<file path="src/rtl/m_demux_2_buf.sv">
// Two-way demultiplexer with an independent DEPTH-entry FIFO per output channel.
// Optional per-channel output-transfer counters are enabled with `define M_DEMUX_2_BUF_CNT_EN.
module m_demux_2_buf #(
  parameter int WIDTH = 32,
  parameter int DEPTH = 2
) (
  input  logic             clk,
  input  logic             reset,
  input  logic [WIDTH-1:0] in_data,
  input  logic             in_sel,
  input  logic             in_valid,
  output logic             in_ready,
  output logic [WIDTH-1:0] out0_data,
  output logic             out0_valid,
  input  logic             out0_ready,
  output logic             out0_full,
  output logic [WIDTH-1:0] out1_data,
  output logic             out1_valid,
  input  logic             out1_ready,
  output logic             out1_full
`ifdef M_DEMUX_2_BUF_CNT_EN
  ,
  output logic [15:0]      xfer_cnt0,
  output logic [15:0]      xfer_cnt1
`endif
);

  localparam int AW = $clog2(DEPTH);
  localparam int CW = AW + 1;

  logic [WIDTH-1:0] mem_q    [2][DEPTH];
  logic [AW-1:0]    wr_ptr_q [2];
  logic [AW-1:0]    wr_ptr_d [2];
  logic [AW-1:0]    rd_ptr_q [2];
  logic [AW-1:0]    rd_ptr_d [2];
  logic [CW-1:0]    cnt_q    [2];
  logic [CW-1:0]    cnt_d    [2];

  logic [1:0] full;
  logic [1:0] nonempty;
  logic [1:0] out_ready;
  logic [1:0] push;
  logic [1:0] pop;
  logic       sel_ch1;

  // An X or Z select falls through the if and steers to channel 0.
  // NOTE: every always_comb output gets a default first, so no path can infer a latch.
  always_comb begin
    sel_ch1 = 1'b0;
    if (in_sel == 1'b1) sel_ch1 = 1'b1;
  end

  assign out_ready = {out1_ready, out0_ready};

  always_comb begin
    for (int c = 0; c < 2; c++) begin
      full[c]     = (cnt_q[c] == CW'(DEPTH));
      nonempty[c] = (cnt_q[c] != '0);
    end
  end

  // Ready looks only at the selected channel's occupancy, never at the consumer side.
  assign in_ready = sel_ch1 ? ~full[1] : ~full[0];
  assign push[0]  = in_valid & in_ready & ~sel_ch1;
  assign push[1]  = in_valid & in_ready &  sel_ch1;
  assign pop      = nonempty & out_ready;

  always_comb begin
    for (int c = 0; c < 2; c++) begin
      wr_ptr_d[c] = wr_ptr_q[c];
      rd_ptr_d[c] = rd_ptr_q[c];
      cnt_d[c]    = cnt_q[c] + CW'(push[c]) - CW'(pop[c]);
      if (push[c]) wr_ptr_d[c] = wr_ptr_q[c] + AW'(1);
      if (pop[c])  rd_ptr_d[c] = rd_ptr_q[c] + AW'(1);
    end
  end

  // NOTE: storage is cleared on reset too, so the head word of an empty channel reads 0.
  // NOTE: state is updated with non-blocking assignments so every register samples pre-edge values.
  always_ff @(posedge clk or posedge reset) begin
    if (reset) begin
      for (int c = 0; c < 2; c++) begin
        wr_ptr_q[c] <= '0;
        rd_ptr_q[c] <= '0;
        cnt_q[c]    <= '0;
        for (int i = 0; i < DEPTH; i++) mem_q[c][i] <= '0;
      end
    end else begin
      for (int c = 0; c < 2; c++) begin
        wr_ptr_q[c] <= wr_ptr_d[c];
        rd_ptr_q[c] <= rd_ptr_d[c];
        cnt_q[c]    <= cnt_d[c];
        if (push[c]) mem_q[c][wr_ptr_q[c]] <= in_data;
      end
    end
  end

  assign out0_data  = mem_q[0][rd_ptr_q[0]];
  assign out1_data  = mem_q[1][rd_ptr_q[1]];
  assign out0_valid = nonempty[0];
  assign out1_valid = nonempty[1];
  assign out0_full  = full[0];
  assign out1_full  = full[1];

`ifdef M_DEMUX_2_BUF_CNT_EN
  logic [15:0] xfer_cnt_q [2];
  logic [15:0] xfer_cnt_d [2];

  // Counters stick at all-ones rather than wrapping.
  always_comb begin
    for (int c = 0; c < 2; c++) begin
      xfer_cnt_d[c] = xfer_cnt_q[c];
      if (pop[c] && (xfer_cnt_q[c] != 16'hFFFF)) xfer_cnt_d[c] = xfer_cnt_q[c] + 16'd1;
    end
  end

  always_ff @(posedge clk or posedge reset) begin
    if (reset) begin
      for (int c = 0; c < 2; c++) xfer_cnt_q[c] <= '0;
    end else begin
      for (int c = 0; c < 2; c++) xfer_cnt_q[c] <= xfer_cnt_d[c];
    end
  end

  assign xfer_cnt0 = xfer_cnt_q[0];
  assign xfer_cnt1 = xfer_cnt_q[1];
`endif

endmodule

</file>
<file path="config.mk">
export PLATFORM = sky130hd
export DESIGN_NAME = m_demux_2_buf
export DESIGN_NICKNAME = d
export VERILOG_FILES = /design/src/rtl/m_demux_2_buf.sv
export SDC_FILE = /design/constraint.sdc
export NUM_CORES = 1
export LEC_CHECK = 0
export BUFFER_PORTS_ARGS = -buffer_cell sky130_fd_sc_hd__buf_2
export CAP_MARGIN = 20
export CORE_AREA = 4 4 112 114
export CTS_BUF_LIST = sky130_fd_sc_hd__clkbuf_8
export CTS_CLUSTER_SIZE = 12
export DETAILED_ROUTE_END_ITERATION = 6
export DIE_AREA = 0 0 116 118
export GPL_ROUTABILITY_DRIVEN = 0
export PLACE_DENSITY = 0.74
export RECOVER_POWER = 25
export SYNTH_ARGS = -nofsm -noshare
export SYNTH_HDL_FRONTEND = slang
export SYNTH_SLANG_ARGS = --single-unit
</file>
<file path="constraint.sdc">
create_clock -name clk -period 12.2 [get_ports clk]
set_input_delay 1.22 -clock clk [delete_from_list [all_inputs] [get_ports clk]]
set_output_delay 1.22 -clock clk [all_outputs]
set_load 0.01 [all_outputs]
</file>
==> results of run 1 <==
## state kept, by name, summed over array words and instances (netlist names)
signal and cells:
rd_ptr_q 2, cnt_q 4, wr_ptr_q 2, mem_q 128
## synth_stat cells (2+ instances only)
master | instances | share of area
xor2_1 | 2 | 0.0029
mux2_1 | 3 | 0.0057
buf_6 | 6 | 0.011
ha_1 | 4 | 0.0084
xnor2_1 | 6 | 0.0088
or2_2 | 2 | 0.0021
clkbuf_1 | 2 | 0.0013
dfrtp_1 | 136 | 0.57
inv_1 | 4 | 0.0025
mux2_2 | 189 | 0.36
buf_2 | 13 | 0.011
and2_1 | 2 | 0.0021
## kinds of logic (layout without fill, tap and decap cells)
group / after synthesis / in the layout / synth area share
flip-flops: 136 / 136 / 0.571
AND/OR/NAND/NOR: 14 / 14 / 0.0193
XOR/XNOR: 8 / 8 / 0.0117
adder cells (fa/ha/maj): 4 / 4 / 0.00839
AO/OA/AOI/OAI: 1 / 1 / 0.000838
multiplexers: 192 / 192 / 0.362
buffers and inverters: 26 / 149 / 0.0266
## worst reg2reg max path, cell delays in order (launching register included)
cell      delay (ns)
dfrtp_1         0.39
nand2b_1        0.18
nand4_1         0.10
clkbuf_1        1.47
mux2_2          0.48
## per-layer routing
layer	track usage	wire length, microns
met5	0	0
met4	0.0761	189
met3	0.0411	458
met2	0.305	5940
met1	0.233	5060
## power by group
group | internal [mW] | switching [mW]
clock | 0.247 | 0.165
combinational | 0.484 | 0.331
sequential | 0.682 | 0.159
## layout make-up
type	count	area (sq um)
well taps	143	179
flip-flops and latches	136	3400
clock buffers	22	303
repair buffers	112	587
fillers	922	4380
clock inverters	10	148
multi-input cells	219	2400
inverters	5	20.0
## path summary, 6_finish.rpt
kind / startpoint / endpoint / cells after the start
min reg2reg: mem_q[127] / mem_q[127] / 1
min: mem_q[127] / mem_q[127] / 1
max reg2reg: cnt_q[0] / mem_q[25] / 4
min in group asynchronous: reset / mem_q[112] / 2
max: rd_ptr_q[0] / out1_data[25] / 2
max in group asynchronous: reset / rd_ptr_q[1] / 4
==> results.md, run 1 <==
- Least-Margin Pin Slew: between 2 and 2.5 ns
- Initial DRC count: roughly 130
- Post-Layout Inst Area: between 7000 and 8000 sq um
- Clock transition at path regs: around 0.070 ns
- CP delay by family, top: flip-flops
- Async S/R FF share, synth: 1.00
- Peak Freq: 0.272 GHz
- Layout cells sized above 1: 0.667
- Critical Path End Type: output pin
- Crit Path Category: flip-flop to output pin
- Dpl cells: around 610
- #FFs+latches synth: approximately 140
- RSZ-0062 raised after global routing: no
- Top FF cell, synth: dfrtp_1
- Worst Clk Skew: a little over 0.005 ns
- Count of final setup violators: 0
- Post-CTS setup buffers: 0
- Worst path max stage delay: approximately 1.4 ns
- First-pass GRT wire length: around 19 mm
- Mapped Nets: 423
- Slew HR: -0.583
- Drt pass-1 iters: 4
- Initial antenna violation count: 0
- P&R area growth vs syn: 18.1%
- Fin crit period: 3.68 ns
- Skew-Pair Late Insertion Delay: ~0.44 ns
- GRT overflow: 0
- Commonest non-fill, non-tap cell in the layout: mux2_2
- Fin util: 0.617
- Gr usage total: 0.185
- Post-Synthesis Cells: ~380
- Initial Util: 0.522
- Clock sink count: roughly 140
- Dpl hpwl: 7.69 mm
- Die width: 116 microns
- R2r setup slk: around 9.5 ns
- Routed Antenna Nets: 0
- Via count: ~3400
- Crit path max fanout: 33
- # resized after CTS: 0
- Final cell count without fillers: between 600 and 700
- Final WS setup: approximately 8.5 ns
- Most frequent cells in the layout: mux2_2 (189), dfrtp_1 (135), buf_2 (105)
- Max-slew violation count: ~120
- H-tree depth: 4
- Vias per cell: between 5 and 6
- Total Neg Setup Slack: 0 ns
- WHS: 0.488 ns
- Root Buffer: clkbuf_8
- Post-synth EDFFs: 0
- Outcome: finished, violations left
- Worst VDD drop: around 170 uV
- WL per Instance: 18.0 microns
- Final wirelength: roughly 12 mm
- Req. time, crit path: 10.98 ns
- P per Cell Area: ~300 nW/um^2
- Mapped Avg Cell Area: about 16 sq um
- Row cnt: 39
- Diodes inserted: 0
- Ys Warns: 0
- Pre-CTS setup slack: ~9 ns
- Final Power: 2.07 mW
- Die ar.: approximately 14000 sq um
- Failing checks: max-capacitance violations, max-slew violations
- Cts hold-fix bufs: 0
- Buf/Inv on CP: 1
- Post-place instance area: between 6000 and 7000 sq um
- Number of distinct library cells after synthesis: 24
- Crit path arrival time: roughly 2.5 ns
- Maxcap violations: 3
- Cell chain of the critical path: mux2_2, buf_2
- Number of buffers created by CTS: 17
- LEAKAGE: between 3 and 4 nW
- Crit start category: flip-flop
- Largest net degree at the start of global routing: 83
- Synth Cell Area: approximately 6000 sq um
- Clock tree from TritonCTS: yes
- Final worst path period share: 0.301
- Top-Level Pins: 107
- Clk buf depth: 2
- Hold Path Class: flip-flop to flip-flop
- Final net count: approximately 530
- PortBufs: 106
- Vias in the first global route: between 3000 and 4000
- Drt drc: 0
- Critical path's slowest cell: dfrtp_1
- Die Y: ~120 microns
- Core ar.: 11400 sq um
- Final Hold Viols: 0
- Seq/Total Area, Yosys: 0.571
Power figures use the tool's default switching activity.
==> run 2: changes to the inputs <==
--- a/config.mk
+++ b/config.mk
@@ -7,13 +7,13 @@
 export LEC_CHECK = 0
 export BUFFER_PORTS_ARGS = -buffer_cell sky130_fd_sc_hd__buf_2
 export CAP_MARGIN = 20
-export CORE_AREA = 4 4 112 114
+export CORE_AREA = 4 4 113 115
 export CTS_BUF_LIST = sky130_fd_sc_hd__clkbuf_8
 export CTS_CLUSTER_SIZE = 12
 export DETAILED_ROUTE_END_ITERATION = 6
-export DIE_AREA = 0 0 116 118
+export DIE_AREA = 0 0 117 119
 export GPL_ROUTABILITY_DRIVEN = 0
-export PLACE_DENSITY = 0.74
+export PLACE_DENSITY = 0.75
 export RECOVER_POWER = 25
 export SYNTH_ARGS = -nofsm -noshare
 export SYNTH_HDL_FRONTEND = slang
==> constraint.sdc (replaced) <==
create_clock -name clk -period 3.37 [get_ports clk]
set_input_delay 0.337 -clock clk [delete_from_list [all_inputs] [get_ports clk]]
set_output_delay 0.337 -clock clk [all_outputs]
set_load 0.01 [all_outputs]
==> run 2 against run 1 <==
Compared with the run above:
- the flow still finishes with violations (max-capacitance violations, max-slew violations)
- global-route usage is 0.63 points lower
- routed wire length is 0.51% lower
- cell count increased by 0.77%
- first-iteration DRC count is 7.6% lower
- count of clock-buffer cells in the layout decreased by 3
- final area fell by 0.43%
- combinational power rose to 3.6 times the previous value
- sequential share of layout area is 0.22 points higher
- hold slack got worse by 0.32 ns
- via count grew 0.53%
- power rose to 3.5 times the previous value
==> results.md, run 2 (same netlist as run 1, synthesis figures left out) <==
- Outcome: finished, violations left
- Failing checks: max-capacitance violations, max-slew violations
- Hold Path Cell Cnt: 2 (+1)
- WL per Instance: 17.8 microns (-1.3%)
- RSZ-0062 raised after global routing: no
- Slew HR: -0.322 (+0.261)
- Most frequent cells in the layout: mux2_2 (189), dfrtp_1 (134), buf_2 (105)
- Drt pass-1 iters: 4 (unchanged)
- Reg2reg end: mem_q[116]
- FF-to-FF path depth: 5 (+1)
- Largest net degree at the start of global routing: 65 (-22%)
- Final worst path period share: 0.681
- Wl on met1: 4.94 mm (-2.3%)
- Peak Freq: approximately 0.44 GHz
- Die width: 117 microns (+0.86%)
- Fin crit period: between 2 and 2.5 ns
- Worst Clk Skew: 0.00953 ns (+0.00450 ns)
- Clock transition at path regs: 0.08 ns (about the same)
- # resized after CTS: 0 (unchanged)
- Initial antenna violation count: 0 (unchanged)
- Core ar.: 11800 sq um (+3.4%)
- Crit path from: rd_ptr_q[0]
- Final Hold Viols: 0 (unchanged)
- Crit path max fanout: 33 (unchanged)
- Largest regs: mem_q (128), cnt_q (4)
- FILL cells: 947 (+2.7%)
- Post-CTS setup buffers: 0 (unchanged)
- PortBufs: 106 (unchanged)
- P per Cell Area: 1050 nW/um^2 (+260%)
- LEAKAGE: 3.18 nW (-1.1%)
- Crit start category: flip-flop
- Total Neg Setup Slack: 0 ns (unchanged)
- Sequential Area: 3410 sq um (about the same)
- Hold EP: mem_q[12]
- Root Buffer: clkbuf_8
- Vias in the first global route: 3816 (-0.026%)
- Final Power: 7.34 mW (+250%)
- Max-slew violation count: 44 (-64%)
- GRT overflow: 0 (unchanged)
- Clock sink count: 136 (unchanged)
- Count of final setup violators: 0 (unchanged)
- Skew-Pair Late Insertion Delay: 0.44 ns (about the same)
- Commonest non-fill, non-tap cell in the layout: mux2_2
- Req. time, crit path: 3.03 ns (-7.95 ns)
- Vias per cell: 5.26 (-0.24%)
- Worst VDD drop: 586 uV (+250%)
- Die ar.: 13900 sq um (+1.7%)
- Uppermost layer routed: met4
- Crit Path Category: flip-flop to output pin
- Gr usage total: 0.178 (-0.00632)
- Final WS setup: 1.08 ns (-7.45 ns)
- Area occupied by multi-input gates: 2400 sq um (-0.10%)
- P&R area growth vs syn: 17.6%
- Die Y: 119 microns (+0.85%)
- Initial Util: 0.505 (-0.0174)
- Cts hold-fix bufs: 0 (unchanged)
- First-pass GRT wire length: 19.0 mm (-2.0%)
- Hold Path Class: input pin to flip-flop
- H-tree depth: 4 (unchanged)
- Clk buf depth: 2 (unchanged)
- Critical Path End Type: output pin
- Via count: 3432 (+0.53%)
- Diodes inserted: 0 (unchanged)
- Routed Antenna Nets: 0 (unchanged)
- Most flop-heavy register: mem_q
- WL met2: 5.98 mm (+0.69%)
- Met3 WL: 472 microns (+3.1%)
- Top-Level Pins: 107 (unchanged)
- Dpl hpwl: 7.62 mm (-0.96%)
- Initial DRC count: 121 (-7.6%)
- Max FFs per register: 128 (unchanged)
- Final wirelength: 11.6 mm (-0.51%)
- Pre-CTS setup slack: 1.52 ns (-7.44 ns)
- R2r setup slk: 1.54 ns (-7.92 ns)
- Number of buffers created by CTS: 17 (unchanged)
- Drt drc: 0 (unchanged)
- Least-Margin Pin Slew: 1.97 ns (-0.389 ns)
- Clock tree from TritonCTS: yes
- Worst reg2reg path startpoint: cnt_q[3]
- Layout cells sized above 1: 0.667 (about the same)
- Row cnt: 40 (+2.6%)
- Crit path arrival time: 1.96 ns (-0.50 ns)
- Hold Startpoint: in_data[12]
- Maxcap violations: 1 (-2)
- Final net count: 534 (+0.19%)
-- run 2: cell type report --
cell class                      instances  area share
Sequential cell                       136       0.486
Multi-Input combinational cell        219       0.342
Timing Repair Buffer                  113      0.0837
Clock buffer                           19      0.0373
Tap cell                              147      0.0262
Clock inverter                         13      0.0221
Inverter                                5     0.00285
-- run 2: worst max-delay path: stages, from the launching register on --
cell     delay, ns
dfrtp_2       0.95
mux2_2        0.41
buf_2         0.15
-- run 2: power by group --
group	internal (mW)	total [mW]	switching (mW)	leakage, nW
clock	0.764	1.36	0.599	0.206
combinational	1.74	2.95	1.21	1.36
sequential	2.47	3.03	0.566	1.61
-- run 2: worst max path at each step --
stage,slack (ns),to,depth (start not counted)
global placement,1.52,out0_data[31],2
global route,0.97,out1_data[25],2
floorplan,1.34,cnt_q[0],1
finish,1.08,out1_data[9],2
detailed placement,1.52,out1_data[20],2
CTS,1.02,out1_data[20],2
-- run 2: per-layer routing --
| layer | up-vias | GRT usage |
|---|---|---|
| met2 | 72 | 0.290 |
| met5 | - | 0 |
| met1 | 1765 | 0.225 |
| met4 | 0 | 0.0724 |
| met3 | 17 | 0.0467 |
| li1 | 1578 | - |
-- run 2: per-stage QoR --
stage          hold WS, ns  cell area, sq um  utilization  std cells
3_5_place_dp         0.475              6610        0.560        620
6_report             0.171              7010        0.594        652
4_1_cts              0.103              7030        0.595        652
2_1_floorplan        0.454              5970            -        381
3_3_place_gp         0.465              6610        0.560        620
5_1_grt              0.145              7010        0.594        652
==> run 3: changes to the inputs <==
--- a/config.mk
+++ b/config.mk
@@ -7,13 +7,13 @@
 export LEC_CHECK = 0
 export BUFFER_PORTS_ARGS = -buffer_cell sky130_fd_sc_hd__buf_2
 export CAP_MARGIN = 20
-export CORE_AREA = 4 4 113 115
+export CORE_AREA = 4 4 112 114
 export CTS_BUF_LIST = sky130_fd_sc_hd__clkbuf_8
 export CTS_CLUSTER_SIZE = 12
 export DETAILED_ROUTE_END_ITERATION = 6
-export DIE_AREA = 0 0 117 119
+export DIE_AREA = 0 0 116 118
 export GPL_ROUTABILITY_DRIVEN = 0
-export PLACE_DENSITY = 0.75
+export PLACE_DENSITY = 0.74
 export RECOVER_POWER = 25
 export SYNTH_ARGS = -nofsm -noshare
 export SYNTH_HDL_FRONTEND = slang
==> constraint.sdc (replaced) <==
create_clock -name clk -period 2.3 [get_ports clk]
set_input_delay 0.23 -clock clk [delete_from_list [all_inputs] [get_ports clk]]
set_output_delay 0.23 -clock clk [all_outputs]
set_load 0.01 [all_outputs]
==> run 3 against run 2 <==
Compared with the run above:
- the flow still finishes with violations (max-capacitance violations, max-slew violations)
- combinational power rose by 56%
- global-route usage rose by 0.86 points
- sequential share of layout area fell by 0.46 points
- first-iteration DRC count rose by 45%
- register-to-register slack got worse by 1.1 ns
- non-clock buffer count rose by 5
- count of clock-buffer cells in the layout rose by 2
- critical path type unchanged
- highest routed layer unchanged
==> results.md, run 3 (same netlist as run 1, synthesis figures left out) <==
- Most flop-heavy register: mem_q
- Failing checks: max-capacitance violations, max-slew violations
- CP endpoint: out0_data[31]
- Layout cells sized above 1: 0.673 (+0.00522)
- Final wirelength: 11.9 mm (+2.6%)
- Int Pwr: 7.42 mW (+49%)
- FILL cells: 893 (-5.7%)
- Clk pwr share: 0.185 (about the same)
- Post-CTS setup buffers: 0 (unchanged)
- Row cnt: 39 (-2.5%)
- FF-to-FF path depth: 7 (+2)
- First-pass GRT wire length: 19.6 mm (+3.2%)
- Worst Clk Skew: 0.00610 ns (-0.00343 ns)
- Worst path max stage delay: 0.62 ns (-0.33 ns)
- Cell chain of the critical path: buf_12, mux2_2, buf_2
- Diodes inserted: 0 (unchanged)
- Die width: 116 microns (-0.85%)
- WHS: 0.0603 ns (-0.111 ns)
- Peak Freq: around 0.5 GHz
- Critical path's slowest cell: dfrtp_2
- LEAKAGE: 3.24 nW (+1.9%)
- Crit path from: rd_ptr_q[1]
- Core ar.: 11400 sq um (-3.3%)
- RSZ-0062 raised after global routing: no
- Vias per cell: 5.31 (+0.87%)
- GRT overflow: 0 (unchanged)
- Worst VDD drop: 813 uV (+39%)
- Final worst path period share: 0.891
- Logic gate share of total power: 0.421 (+0.020)
- Die ar.: 13700 sq um (-1.7%)
- Slew HR: -0.0272 (+0.295)
- Switching Power: 3.49 mW (+47%)
- Largest net degree at the start of global routing: 73 (+12%)
- R2r setup slk: 0.43 ns (-1.11 ns)
- Fin crit period: a little over 2 ns
- Crit path max fanout: 20 (-39%)
- Req. time, crit path: 2.07 ns (-0.96 ns)
- Final net count: 539 (+0.94%)
- P per Cell Area: 1540 nW/um^2 (+47%)
- Crit start category: flip-flop
- Initial DRC count: 176 (+45%)
- Gr usage total: 0.187 (+0.00858)
- Drt drc: 0 (unchanged)
- WL per Instance: 18.2 microns (+2.4%)
- Clock sink count: 136 (unchanged)
- Clock tree from TritonCTS: yes
- Initial antenna violation count: 0 (unchanged)
- Crit path arrival time: 1.82 ns (-0.14 ns)
- Clock transition at path regs: 0.07 ns (about the same)
- Clk buf depth: 2 (unchanged)
- Final Power: 10.9 mW (+49%)
- Worst reg2reg path startpoint: cnt_q[1]
- Part of the power in registers: 0.394 (-0.019)
- Sw Ratio: 0.320 (-0.00279)
- Total Neg Setup Slack: 0 ns (unchanged)
- Crit Path Category: flip-flop to output pin
- Max-slew violation count: 73 (+66%)
- Hold Path Class: input pin to flip-flop
- Commonest non-fill, non-tap cell in the layout: mux2_2
- Initial Util: 0.522 (+0.0174)
- Top-Level Pins: 107 (unchanged)
- Critical Path End Type: output pin
- H-tree depth: 4 (unchanged)
- Outcome: finished, violations left
- P&R area growth vs syn: 18.7%
- Dpl hpwl: 7.89 mm (+3.6%)
- Maxcap violations: 1 (unchanged)
- Max FFs per register: 128 (unchanged)
- Final Hold Viols: 0 (unchanged)
- Via count: 3467 (+1.0%)
- Die Y: 118 microns (-0.84%)
- Count of final setup violators: 0 (unchanged)
- Number of buffers created by CTS: 17 (unchanged)
- Routed Antenna Nets: 0 (unchanged)
- Vias in the first global route: 3824 (+0.21%)
- Root Buffer: clkbuf_8
- PortBufs: 106 (unchanged)
- Drt pass-1 iters: 4 (unchanged)
- Reg2reg end: cnt_q[1]
- Skew-Pair Late Insertion Delay: 0.43 ns (about the same)
- Least-Margin Pin Slew: 1.54 ns (-0.432 ns)
- Largest regs: mem_q (128), cnt_q (4)
- Hold Path Cell Cnt: 2 (unchanged)
- Most frequent cells in the layout: mux2_2 (189), dfrtp_1 (134), buf_2 (106)
==> run 3: changes by cell type in the layout (fill, tap and decap cells not counted), sizes merged <==
cell / delta
buf: +6
clkinvlp: -4
dlygate4sd3: +1
clkinv: +2
==> run 3: per-stage QoR <==
stage,instances,utilization,setup slack (ns),area (sq um)
3_3_place_gp,620,0.584,0.576,6670
5_1_grt,653,0.620,0.0980,7080
2_1_floorplan,381,-,0.377,5970
3_5_place_dp,620,0.584,0.481,6670
6_report,653,0.620,0.250,7080
4_1_cts,653,0.622,0.204,7100
==> run 3: metal layers <==
| metal | share of wire | wire [microns] | track usage | vias up |
|---|---|---|---|---|
| met2 | 0.51 | 6100 | 0.304 | 72 |
| met1 | 0.42 | 4970 | 0.232 | 1788 |
| met4 | 0.019 | 223 | 0.0689 | 0 |
| li1 | - | - | - | 1590 |
| met3 | 0.050 | 594 | 0.0591 | 17 |
| met5 | 0 | 0 | 0 | - |
==> run 3: worst max-delay path, delay by kind of cell, from the launching register on <==
family | cells | cell delay [ns]
DFF | 1 | 0.62
buffers and inverters | 2 | 0.38
muxes | 1 | 0.37
==> run 3: repair_timing <==
item / 4_1_cts / 5_1_grt
endpoints found under the setup margin: 0 / 0
hold buffers: 1 / 0
resized for setup: 0 / 0
hold endpoints to repair: 72 / 0
==> run 3: worst min path at each step <==
stage	startpoint	endpoint	slack (ns)
floorplan	in_data[24]	mem_q[120]	0.36
global placement	reset	mem_q[88]	0.37
detailed placement	reset	mem_q[88]	0.37
CTS	in_data[11]	mem_q[75]	0.04
global route	in_data[22]	mem_q[54]	0.03
finish	in_data[31]	mem_q[127]	0.06
==> run 3: layout make-up <==
cell class | instances | area, sq um | area share
clock buffer | 21 | 289 | 0.0408
clock inverter | 11 | 128 | 0.0180
sequential | 136 | 3410 | 0.481
multi-input combinational | 219 | 2400 | 0.339
timing repair buffer | 118 | 657 | 0.0928
tap | 143 | 179 | 0.0253
inverter | 5 | 22.5 | 0.00318
==> run 3: power groups by stage <==
stage | Sequential [mW] | Clock (mW) | Combinational (mW)
floorplan | 4.05 | 0 | 3.33
global placement | 4.24 | 0 | 4.55
detailed placement | 4.35 | 0 | 4.66
CTS | 4.31 | 2.08 | 4.69
global route | 4.47 | 2.18 | 4.97
finish | 4.30 | 2.02 | 4.59
